**config.mk**
```make
export PLATFORM = sky130hd
export DESIGN_NAME = k007452_div_seq
export DESIGN_NICKNAME = d
export VERILOG_FILES = /design/src/rtl/k007452_div_seq.sv
export SDC_FILE = /design/constraint.sdc
export NUM_CORES = 1
export LEC_CHECK = 0
export BUFFER_PORTS_ARGS = -buffer_cell sky130_fd_sc_hd__buf_2
export CORE_AREA = 2 2 43 45
export DETAILED_ROUTE_END_ITERATION = 6
export DIE_AREA = 0 0 45 47
export PLACE_DENSITY = 0.68
export SYNTH_ARGS = -nofsm -noshare
export SYNTH_HDL_FRONTEND = slang
export SYNTH_SLANG_ARGS = --single-unit
export TNS_END_PERCENT = 20
```
**constraint.sdc**
```tcl
create_clock -name clk_i -period 1.3 [get_ports clk_i]
set_input_delay 0.195 -clock clk_i [delete_from_list [all_inputs] [get_ports clk_i]]
set_output_delay 0.195 -clock clk_i [all_outputs]
set_load 0.05 [all_outputs]
```
**src/rtl/k007452_div_seq.sv**
```systemverilog
// Control sequencer for the 007452 16/16 restoring serial divider: register decode,
// start/restart handling, per-bit trial/commit strobes and divide-by-zero forcing.
module k007452_div_seq #(
   parameter int unsigned WIDTH      = 16,
   parameter int unsigned START_ADDR = 5
) (
   input  logic       clk_i,
   input  logic       rst_i,
   input  logic [2:0] ab_l_i,
   input  logic       wr_stb_i,
   input  logic       rd_stb_i,
   input  logic       div_zero_i,
   input  logic       trial_ok_i,
   output logic [3:0] op_we_o,
   output logic       ld_op_o,
   output logic       shift_en_o,
   output logic       sub_en_o,
   output logic       res_we_o,
   output logic       force_dz_o,
   output logic [1:0] rd_sel_o,
   output logic       rd_valid_o,
   output logic       busy_o
);

   localparam int unsigned CntW = (WIDTH > 1) ? $clog2(WIDTH) : 1;

   typedef enum logic [2:0] {StIdle, StLoad, StTrial, StCommit, StLatch} state_e;

   state_e          state_q, state_d;
   logic [CntW-1:0] cnt_q, cnt_d;
   logic            dz_q, dz_d;
   logic            ld_op_q, shift_q, res_we_q, force_dz_q, busy_q;
   logic            start;
   logic            in_range;

   assign start    = wr_stb_i && (ab_l_i == 3'(START_ADDR));
   assign in_range = (ab_l_i >= 3'd2) && (ab_l_i <= 3'd5);

   always_comb begin
      for (int n = 0; n < 4; n++) begin
         op_we_o[n] = wr_stb_i && (ab_l_i == 3'(n + 2));
      end
   end

   // Address 2..5 maps to select 0..3 by its low two bits minus two.
   assign rd_sel_o   = in_range ? (ab_l_i[1:0] - 2'd2) : 2'd0;
   assign rd_valid_o = rd_stb_i && in_range;

   always_comb begin
      state_d = state_q;
      cnt_d   = cnt_q;
      dz_d    = dz_q;
      unique case (state_q)
         StIdle: ;
         StLoad: begin
            cnt_d   = CntW'(WIDTH - 1);
            dz_d    = div_zero_i;
            state_d = StTrial;
         end
         StTrial:  state_d = StCommit;
         StCommit: begin
            if (cnt_q == '0) begin
               state_d = StLatch;
            end else begin
               cnt_d   = cnt_q - CntW'(1);
               state_d = StTrial;
            end
         end
         StLatch:  state_d = StIdle;
         default:  state_d = StIdle;
      endcase
      // A start write always wins, including mid-run and during the latch cycle.
      if (start) begin
         state_d = StLoad;
      end
   end

   always_ff @(posedge clk_i or posedge rst_i) begin
      if (rst_i) begin
         state_q    <= StIdle;
         cnt_q      <= '0;
         dz_q       <= 1'b0;
         ld_op_q    <= 1'b0;
         shift_q    <= 1'b0;
         res_we_q   <= 1'b0;
         force_dz_q <= 1'b0;
         busy_q     <= 1'b0;
      end else begin
         state_q    <= state_d;
         cnt_q      <= cnt_d;
         dz_q       <= dz_d;
         ld_op_q    <= (state_d == StLoad);
         shift_q    <= (state_d == StTrial);
         res_we_q   <= (state_d == StLatch);
         force_dz_q <= (state_d == StLatch) && dz_d;
         busy_q     <= (state_d != StIdle);
      end
   end

   assign ld_op_o    = ld_op_q;
   assign shift_en_o = shift_q;
   assign res_we_o   = res_we_q;
   assign force_dz_o = force_dz_q;
   assign busy_o     = busy_q;
   // Trial result arrives combinationally from the datapath within the commit cycle.
   assign sub_en_o   = (state_q == StCommit) && trial_ok_i && !dz_q;

endmodule

```
==> impl_metrics.ini, run 1 <==
[status]
run_status = complete, but fails checks
violations = negative setup slack

[sta]
fin_crit_sh_pct = 111.9
final-hold-violation-count = 0
rsz0062_at_grt = true
period_minus_slack_ns = 1.455
clock_skew_ns = 0.001426
slew_headroom_pct = 66.93
drv_slew = 0
fin_ws_ns = -0.1548
max_clock_freq_mhz = 687.4
final-setup-viol-count = 3
holdWs_ns = 0.1557
tightest_slew_ns = 0.4955

[clocking]
cts_tree = built
path_clk_slew_ns = 0.08
cts_buffer_depth = 2
h-tree-depth = 1
clock_sinks = 13
numCtsBuffers = 3
clkLatencyLatePin_ns = 0.27
root_buffer = clkbuf_4

[logic_synthesis]
ys.flop_type = dfrtp_1
synth_nets = 74
synth-seq-cells = 13
synth-async-reset-ratio_pct = 100.0
yosys.area_share.adder_pct = 3.861
ys_seq_area_share_pct = 50.19
synth_warnings = 0
syn_area_um2 = 648.1
synth_top_family_by_area = simple AND/OR/NAND/NOR gates
synth_compound_area_share_pct = 14.29
syn-instance-count = 63
yosys.area_share.simple_pct = 24.32
synth_mux_area_share_pct = 1.737
synth_enable_flop_cells = 0
synth-xor-area-share_pct = 0
syn_area_per_cell_um2 = 10.29
synth.distinct_cells = 24

[floorplan]
pin_count = 22
rows = 15
die_h_um = 47
dieArea_um2 = 2115
fp.dieW_um = 45
start_util_pct = 39.24
coreArea_um2 = 1652

[layout]
multi_input_area_um2 = 306.5
final_common_cell = buf_2
final_cells = 109
syn2layout_area_growth_pct = 33.40
drive_gt1_share_pct = 40.22
final_util_pct = 52.35
mostFrequentLayoutCells = buf_2, dfrtp_1, nor2_1, buf_4, o21ai_0
fin_nets = 104
antennaDiodeCount = 0
fillCellCount = 158
regArea_um2 = 325.3

[pwr]
p_per_area_nw_per_um2 = 1970
cell_internal_pwr_mw = 1.006
leakage_nw = 0.4511
seqPwrFrac_pct = 38.5
combPwrFrac_pct = 47.2
ir_drop_uv = 740.3
clock_power_share_pct = 14.3
p_sw_share_pct = 40.93
fin_total_pwr_mw = 1.703
power.switching_mw = 0.6972

[worst_setup_path]
r2r_end = cnt_q[0]
critPathSlowestCell = dfrtp_1
rrSetupSlack_ns = -0.01
worstPathRequired_ns = 1.11
crit_path_cell_trace = nand3b_1, nor3b_4, buf_6
crit_path_start_kind = flop
worstRegToRegCells = 6
cp-end-kind = output pin
worstReg2RegStart = cnt_q[0]
cp.arrival_ns = 1.26
path_class = flop to output pin
crit_path_max_incr_delay_ns = 0.39
cp_max_fo = 2
crit_family = simple AND/OR/NAND/NOR gates
critPathBufInv = 1

[hold_path]
hold_class = input port to flop
min_path_cells = 2
hold_start = div_zero_i
hold_end = dz_q

[routing]
routed_wl_um = 1183
drtAntennaViolNets = 0
drtIter0Drc = 4
viasPerCell = 5.101
detail_route.first_pass.iterations = 2
drcViolationCount = 0
vias = 556
wl_per_cell_um = 10.85

[grt]
grt_first_pass_wirelength_um = 1849
grt_max_degree = 14
first_global_vias = 472
grt_util_all_layers_pct = 12.68
grt_overflow = 0
antenna_found_initial = 0

[flow_run]
cap_viol_max_count = 0

[place]
gp_congestion = 0.7676
io_buffers = 21
dp_hpwl_um = 921.6
place_inst = 102
==> per-layer routing <==
| layer | share of wire, % | track usage (%) | wire (um) |
|---|---|---|---|
| met3 | 3.4 | 3.462 | 40 |
| met1 | 45 | 14.83 | 531 |
| met4 | 2.5 | 8.824 | 29 |
| met2 | 49 | 20.29 | 582 |
| met5 | 0 | 0 | 0 |
==> how the worst max path moves through the flow <==
stage	from	to	slack [ns]	cells after the start
after global routing	state_q[2]	sub_en_o	-0.21	3
after floorplan	state_q[2]	sub_en_o	-0.05	2
after detailed placement	cnt_q[0]	cnt_q[0]	-0.05	6
after CTS	state_q[2]	sub_en_o	-0.17	3
final	state_q[2]	sub_en_o	-0.15	3
after global placement	cnt_q[0]	state_q[1]	-0.03	5
==> flip-flops by register name, summed over array words and instances, names as in the netlist <==
signal,cells
force_dz_o,1
cnt_q,4
state_q,3
dz_q,1
ld_op_o,1
res_we_o,1
busy_o,1
shift_en_o,1
==> Yosys cell counts, types with 2 or more instances <==
master	number	area (um2)
dfrtp_1	13	325.3
nor2_1	7	26.28
o21ai_0	6	30.03
inv_1	5	18.77
nand2b_1	4	25.02
and2_1	3	18.77
a21o_1	2	15.01
and4b_1	2	20.02
buf_2	2	10.01
ha_1	2	25.02
nand2_1	2	7.510
nor3b_1	2	15.01
nor3b_2	2	25.02
==> worst register-to-register path: cells and delay by family, from the launching register on <==
kind,cells,cell delay (ns)
adders and majority gates,1,0.19
and+or+nand+nor,1,0.15
DFF,1,0.39
buffers and inverters,2,0.19
AOI/OAI and AO/OA,2,0.26
==> through the flow <==
stage,worst slack (ns),setup TNS (ns),cell area [um2]
final,-0.1548,-0.1747,864.6
after global routing,-0.2149,-0.6282,864.6
after CTS,-0.1673,-0.2940,855.8
after detailed placement,-0.05296,-0.09110,798.3
after global placement,-0.02550,-0.02550,798.3
after floorplan,-0.05413,-0.05413,661.9
==> area by class of cell <==
type	count	area share [%]
sequential	13	37.63
multi-input combinational	42	35.46
clock buffer	4	3.039
inverter	5	2.171
timing repair buffer	28	19.25
tap	17	2.460
==> logic make-up after synthesis <==
logic type	after synthesis
compound gates	14
fa+ha+maj	2
buf+inv	8
flops	13
mux	1
simple gates	25
==> power groups by stage <==
stage,registers [mW],clock network [mW],logic [mW]
final,0.656,0.243,0.804
after global routing,0.676,0.271,0.884
after CTS,0.647,0.248,0.791
after detailed placement,0.655,0,0.744
after global placement,0.648,0,0.735
after floorplan,0.729,0,0.456
==> what timing repair did <==
action / CTS / global route
setup buffers: 2 / 0
resized for setup: 2 / 4
endpoints found under the setup margin: 4 / 9
hold endpoints to repair: 13 / 0
hold buffers: 1 / 0
pin swaps: 1 / 1
No activity file was read; power rests on OpenSTA's default activity.
==> inputs of run 2 (changes only) <==
REMOVE_ABC_BUFFERS = 1   (was unset)
==> run 2 against run 1 <==
  * The flow still finishes with violations (negative setup slack)
  * Critical path depth stayed put
  * Register-to-register slack worse by 0.02 ns
  * Hold slack worse by 0.00061 ns
  * Non-clock buffer count is 4 higher
  * Utilization is 2.3 points higher
  * Combinational power is 17% higher
  * Clock power is 2% lower
  * Sequential power is 1% lower
==> impl_metrics.ini, run 2 (synthesized netlist as in run 1, its figures left out) <==
[status]
run_status = complete, but fails checks
violations = negative setup slack

[pwr]
combPwrFrac_pct = 51.5
leakage_nw = 0.4699
fin_total_pwr_mw = 1.826
seqPwrFrac_pct = 35.5
clock_power_share_pct = 13.0
power.switching_mw = 0.7408
p_per_area_nw_per_um2 = 2022
cell_internal_pwr_mw = 1.086
ir_drop_uv = 764.5
p_sw_share_pct = 40.56

[layout]
design_area_um2 = 903.4
fin_nets = 108
regMostFlops = cnt_q
syn2layout_area_growth_pct = 39.38
final_util_pct = 54.70
drive_gt1_share_pct = 44.79
largestRegisters = cnt_q x4, state_q x3
antennaDiodeCount = 0
largest_register_ffs = 4
fillCellCount = 156
final_common_cell = buf_2
mostFrequentLayoutCells = buf_2, dfrtp_1, buf_4, nor2_1

[worst_setup_path]
cp.arrival_ns = 1.21
crit_path_max_incr_delay_ns = 0.39
crit_family = flip-flops
path_class = flop to output pin
critPathBufInv = 1
crit_path_start_kind = flop
critPathSlowestCell = dfrtp_1
worstPathRequired_ns = 1.11
cp_max_fo = 2
crit_path_cell_trace = nand3b_1, nor3b_2, buf_6
cp-end-kind = output pin

[clocking]
h-tree-depth = 1
cts_buffer_depth = 2
clkLatencyLatePin_ns = 0.27
path_clk_slew_ns = 0.08
cts_tree = built
root_buffer = clkbuf_4
numCtsBuffers = 3
clock_sinks = 13

[floorplan]
die_h_um = 47
start_util_pct = 39.24
pin_count = 22
coreArea_um2 = 1652
dieArea_um2 = 2115
fp.dieW_um = 45
rows = 15

[routing]
detail_route.first_pass.iterations = 4
drcViolationCount = 0
drtAntennaViolNets = 0
wl_per_cell_um = 11.47
viasPerCell = 4.885
vias = 552
drtIter0Drc = 11
routed_wl_um = 1296

[grt]
grt_overflow = 0
first_global_vias = 531
grt_first_pass_wirelength_um = 2063
grt_max_degree = 14
antenna_found_initial = 0
grt_util_all_layers_pct = 14.02

[sta]
finalSetupTns_ns = -0.1360
fin_crit_sh_pct = 108.2
final-hold-violation-count = 0
period_minus_slack_ns = 1.406
drv_slew = 0
max_clock_freq_mhz = 711.0
rsz0062_at_grt = true
holdWs_ns = 0.1551
fin_ws_ns = -0.1065
clock_skew_ns = 0.006243
final-setup-viol-count = 3
tightest_slew_ns = 0.4842
slew_headroom_pct = 67.68

[place]
io_buffers = 21
gp_congestion = 0.7300
dp_hpwl_um = 906.9
place_area_um2 = 817.0

[flow_run]
cap_viol_max_count = 0

[hold_path]
hold_class = input port to flop
==> run 2: metrics by stage <==
step / worst slack, ns / std cells
4_1_cts: -0.1184 / 113
6_report: -0.1065 / 113
2_1_floorplan: -0.6977 / 60
3_5_place_dp: -0.02345 / 106
3_3_place_gp: 0.01373 / 106
5_1_grt: -0.2062 / 113
==> run 2: worst paths after layout <==
path | slack [ns] | from | cells past startpoint | to
worst max-delay path | -0.11 | state_q[2] | 3 | sub_en_o
worst min-delay path | 0.16 | div_zero_i | 2 | dz_q
worst max register to register | -0.03 | cnt_q[0] | 4 | cnt_q[3]
worst min register to register | 0.53 | dz_q | 1 | force_dz_o
max in group asynchronous | 0.49 | rst_i | 3 | cnt_q[1]
min in group asynchronous | 0.48 | rst_i | 3 | cnt_q[3]
==> run 2: layer usage <==
metal,vias up,wire length [um],track usage (%)
li1,280,-,-
met1,253,549,15.70
met2,17,651,24.57
met3,2,67,2.692
met4,0,26,8.824
met5,-,0,0
==> run 2: power by group through the flow <==
| stage | sequential (mW) | combinational [mW] | clock, mW |
|---|---|---|---|
| floorplan | 0.736 | 0.403 | 0 |
| CTS | 0.642 | 0.876 | 0.248 |
| detailed placement | 0.638 | 0.796 | 0 |
| global route | 0.665 | 1.02 | 0.266 |
| global placement | 0.636 | 0.781 | 0 |
| finish | 0.648 | 0.940 | 0.238 |
==> run 2: area by class of cell <==
| cell class | count | area [um2] | area share (%) |
|---|---|---|---|
| inverter | 5 | 18.77 | 2.078 |
| tap | 17 | 21.27 | 2.355 |
| multi-input combinational | 42 | 315.3 | 34.90 |
| timing repair buffer | 32 | 196.4 | 21.75 |
| clock buffer | 4 | 26.28 | 2.909 |
| sequential | 13 | 325.3 | 36.01 |
==> run 2: timing repair <==
action | 4_1_cts | 5_1_grt
hold buffers | 1 | 0
gates resized for setup | 6 | 6
hold endpoints to repair | 13 | 0
gates cloned | 0 | 0
setup endpoints to repair | 5 | 8
pin swaps | 2 | 2
setup buffers | 2 | 0
==> run 2: worst reg2reg max path, delay by kind of cell (launching register included) <==
kind / cells / cell delay, ns
AOI/OAI and AO/OA: 2 / 0.37
buffers and inverters: 1 / 0.14
DFF: 1 / 0.39
and+or+nand+nor: 1 / 0.36
==> inputs of run 3 (changes only) <==
CORE_AREA = 2 2 41 43   (was 2 2 43 45)
DIE_AREA = 0 0 43 45   (was 0 0 45 47)
PLACE_DENSITY = 0.71   (was 0.68)
clock period = 1.51 ns   (was 1.3 ns; I/O delays follow)
==> run 3 against run 2 <==
  * The run still ends with negative setup slack left
  * Non-clock buffer count decreased by 6
  * Via count shrank 2.9%
  * Clock skew is 0.0032 ns higher
  * Routed wire length shrank 0.77%
  * Critical endpoint unchanged
  * Largest cell class unchanged
  * Largest power group unchanged
==> impl_metrics.ini, run 3 (synthesized netlist as in run 1, its figures left out) <==
[clocking]
cts_buffer_depth = 2
h-tree-depth = 1
clock_sinks = 13
root_buffer = clkbuf_4
cts_tree = built
numCtsBuffers = 3
clkLatencyLatePin_ns = 0.28
path_clk_slew_ns = 0.08

[worst_setup_path]
worstReg2RegStart = state_q[2]
cp-end-kind = output pin
worstPathRequired_ns = 1.28
critPathLaunch = state_q[2]
cp.arrival_ns = 1.30
path_class = flop to output pin
rrSetupSlack_ns = 0.05
crit_path_start_kind = flop
r2r_end = dz_q
cp_max_fo = 2
worstRegToRegCells = 5

[sta]
final-hold-violation-count = 0
tightest_slew_ns = 0.4887
slew_headroom_pct = 67.38
finalSetupTns_ns = -0.01518
clock_skew_ns = 0.009447
period_minus_slack_ns = 1.525
max_clock_freq_mhz = 655.7
fin_ws_ns = -0.01518
final-setup-viol-count = 1
fin_crit_sh_pct = 101.0
rsz0062_at_grt = true
drv_slew = 0

[hold_path]
hold_class = input port to flop
min_path_cells = 2
hold_end = dz_q
hold_start = div_zero_i

[layout]
largest_register_ffs = 4
mostFrequentLayoutCells = buf_2, dfrtp_1, nor2_1, o21ai_0, inv_1
final_common_cell = buf_2
syn2layout_area_growth_pct = 29.54
final_util_pct = 57.06
largestRegisters = cnt_q x4, state_q x3
antennaDiodeCount = 0
regMostFlops = cnt_q
fin_nets = 102
drive_gt1_share_pct = 36.67

[routing]
vias = 536
detail_route.first_pass.iterations = 4
drcViolationCount = 0
viasPerCell = 5.057
wl_per_cell_um = 12.13
drtAntennaViolNets = 0
routed_wl_um = 1286
drtIter0Drc = 15

[grt]
grt_util_all_layers_pct = 14.36
grt_first_pass_wirelength_um = 1980
first_global_vias = 442
grt_overflow = 0
grt_max_degree = 14
antenna_found_initial = 0

[place]
dp_hpwl_um = 931.7
gp_congestion = 0.7675
preCtsSetupSlack_ns = 0.1099
io_buffers = 21

[floorplan]
dieArea_um2 = 1935
start_util_pct = 44.05
die_h_um = 45
fp.dieW_um = 43
pin_count = 22
rows = 14
coreArea_um2 = 1471

[pwr]
leakage_nw = 0.4413
fin_total_pwr_mw = 1.412
p_per_area_nw_per_um2 = 1682
ir_drop_uv = 870.0

[status]
violations = negative setup slack
run_status = complete, but fails checks

[flow_run]
cap_viol_max_count = 0
[run 3: metal layers]
layer | GRT usage [%] | part of all wire (%)
met1 | 18.72 | 46
met2 | 22.42 | 47
met3 | 1.200 | 3.3
met4 | 10.91 | 3.5
met5 | 0 | 0
[run 3: repair_timing]
action	in CTS	in global routing
setup endpoints to repair	1	2
resized for setup	2	2
hold buffers	1	0
buffers inserted	1	1
pin swaps	0	1
endpoints found under the hold margin	13	0
cloned	0	0
[run 3: where the power goes]
part	leakage (nW)	internal, mW	switching [mW]	total, mW
combinational	0.272	0.251	0.385	0.636
clock	0.0150	0.103	0.114	0.217
sequential	0.154	0.464	0.0949	0.559
[run 3: worst max path at each step]
stage,to,slack (ns),cells after the start
floorplan,sub_en_o,-0.52,2
global placement,force_dz_o,0.17,5
detailed placement,force_dz_o,0.11,5
CTS,sub_en_o,0.02,3
global route,sub_en_o,-0.06,3
finish,sub_en_o,-0.02,3
[run 3: final cells by class]
class	instances	area, um2
multi-input cells	42	297.8
repair buffers	26	151.4
flip-flops and latches	13	325.3
inverters	5	18.77
well taps	16	20.02
fillers	130	631.9
clock buffers	4	26.28
[run 3: critical path, cell delays in order (launching register included)]
cell and delay (ns):
dfrtp_1 0.39, nand3b_1 0.20, nor3b_2 0.23, buf_6 0.19
[run 3: per-stage QoR]
stage / hold slack, ns / std cells / cell area (um2)
5_1_grt: 0.1925 / 106 / 839.6
3_3_place_gp: 0.2689 / 99 / 770.7
4_1_cts: 0.1827 / 105 / 822.0
3_5_place_dp: 0.2779 / 99 / 770.7
6_report: 0.1793 / 106 / 839.6
2_1_floorplan: 0.1035 / 60 / 630.6
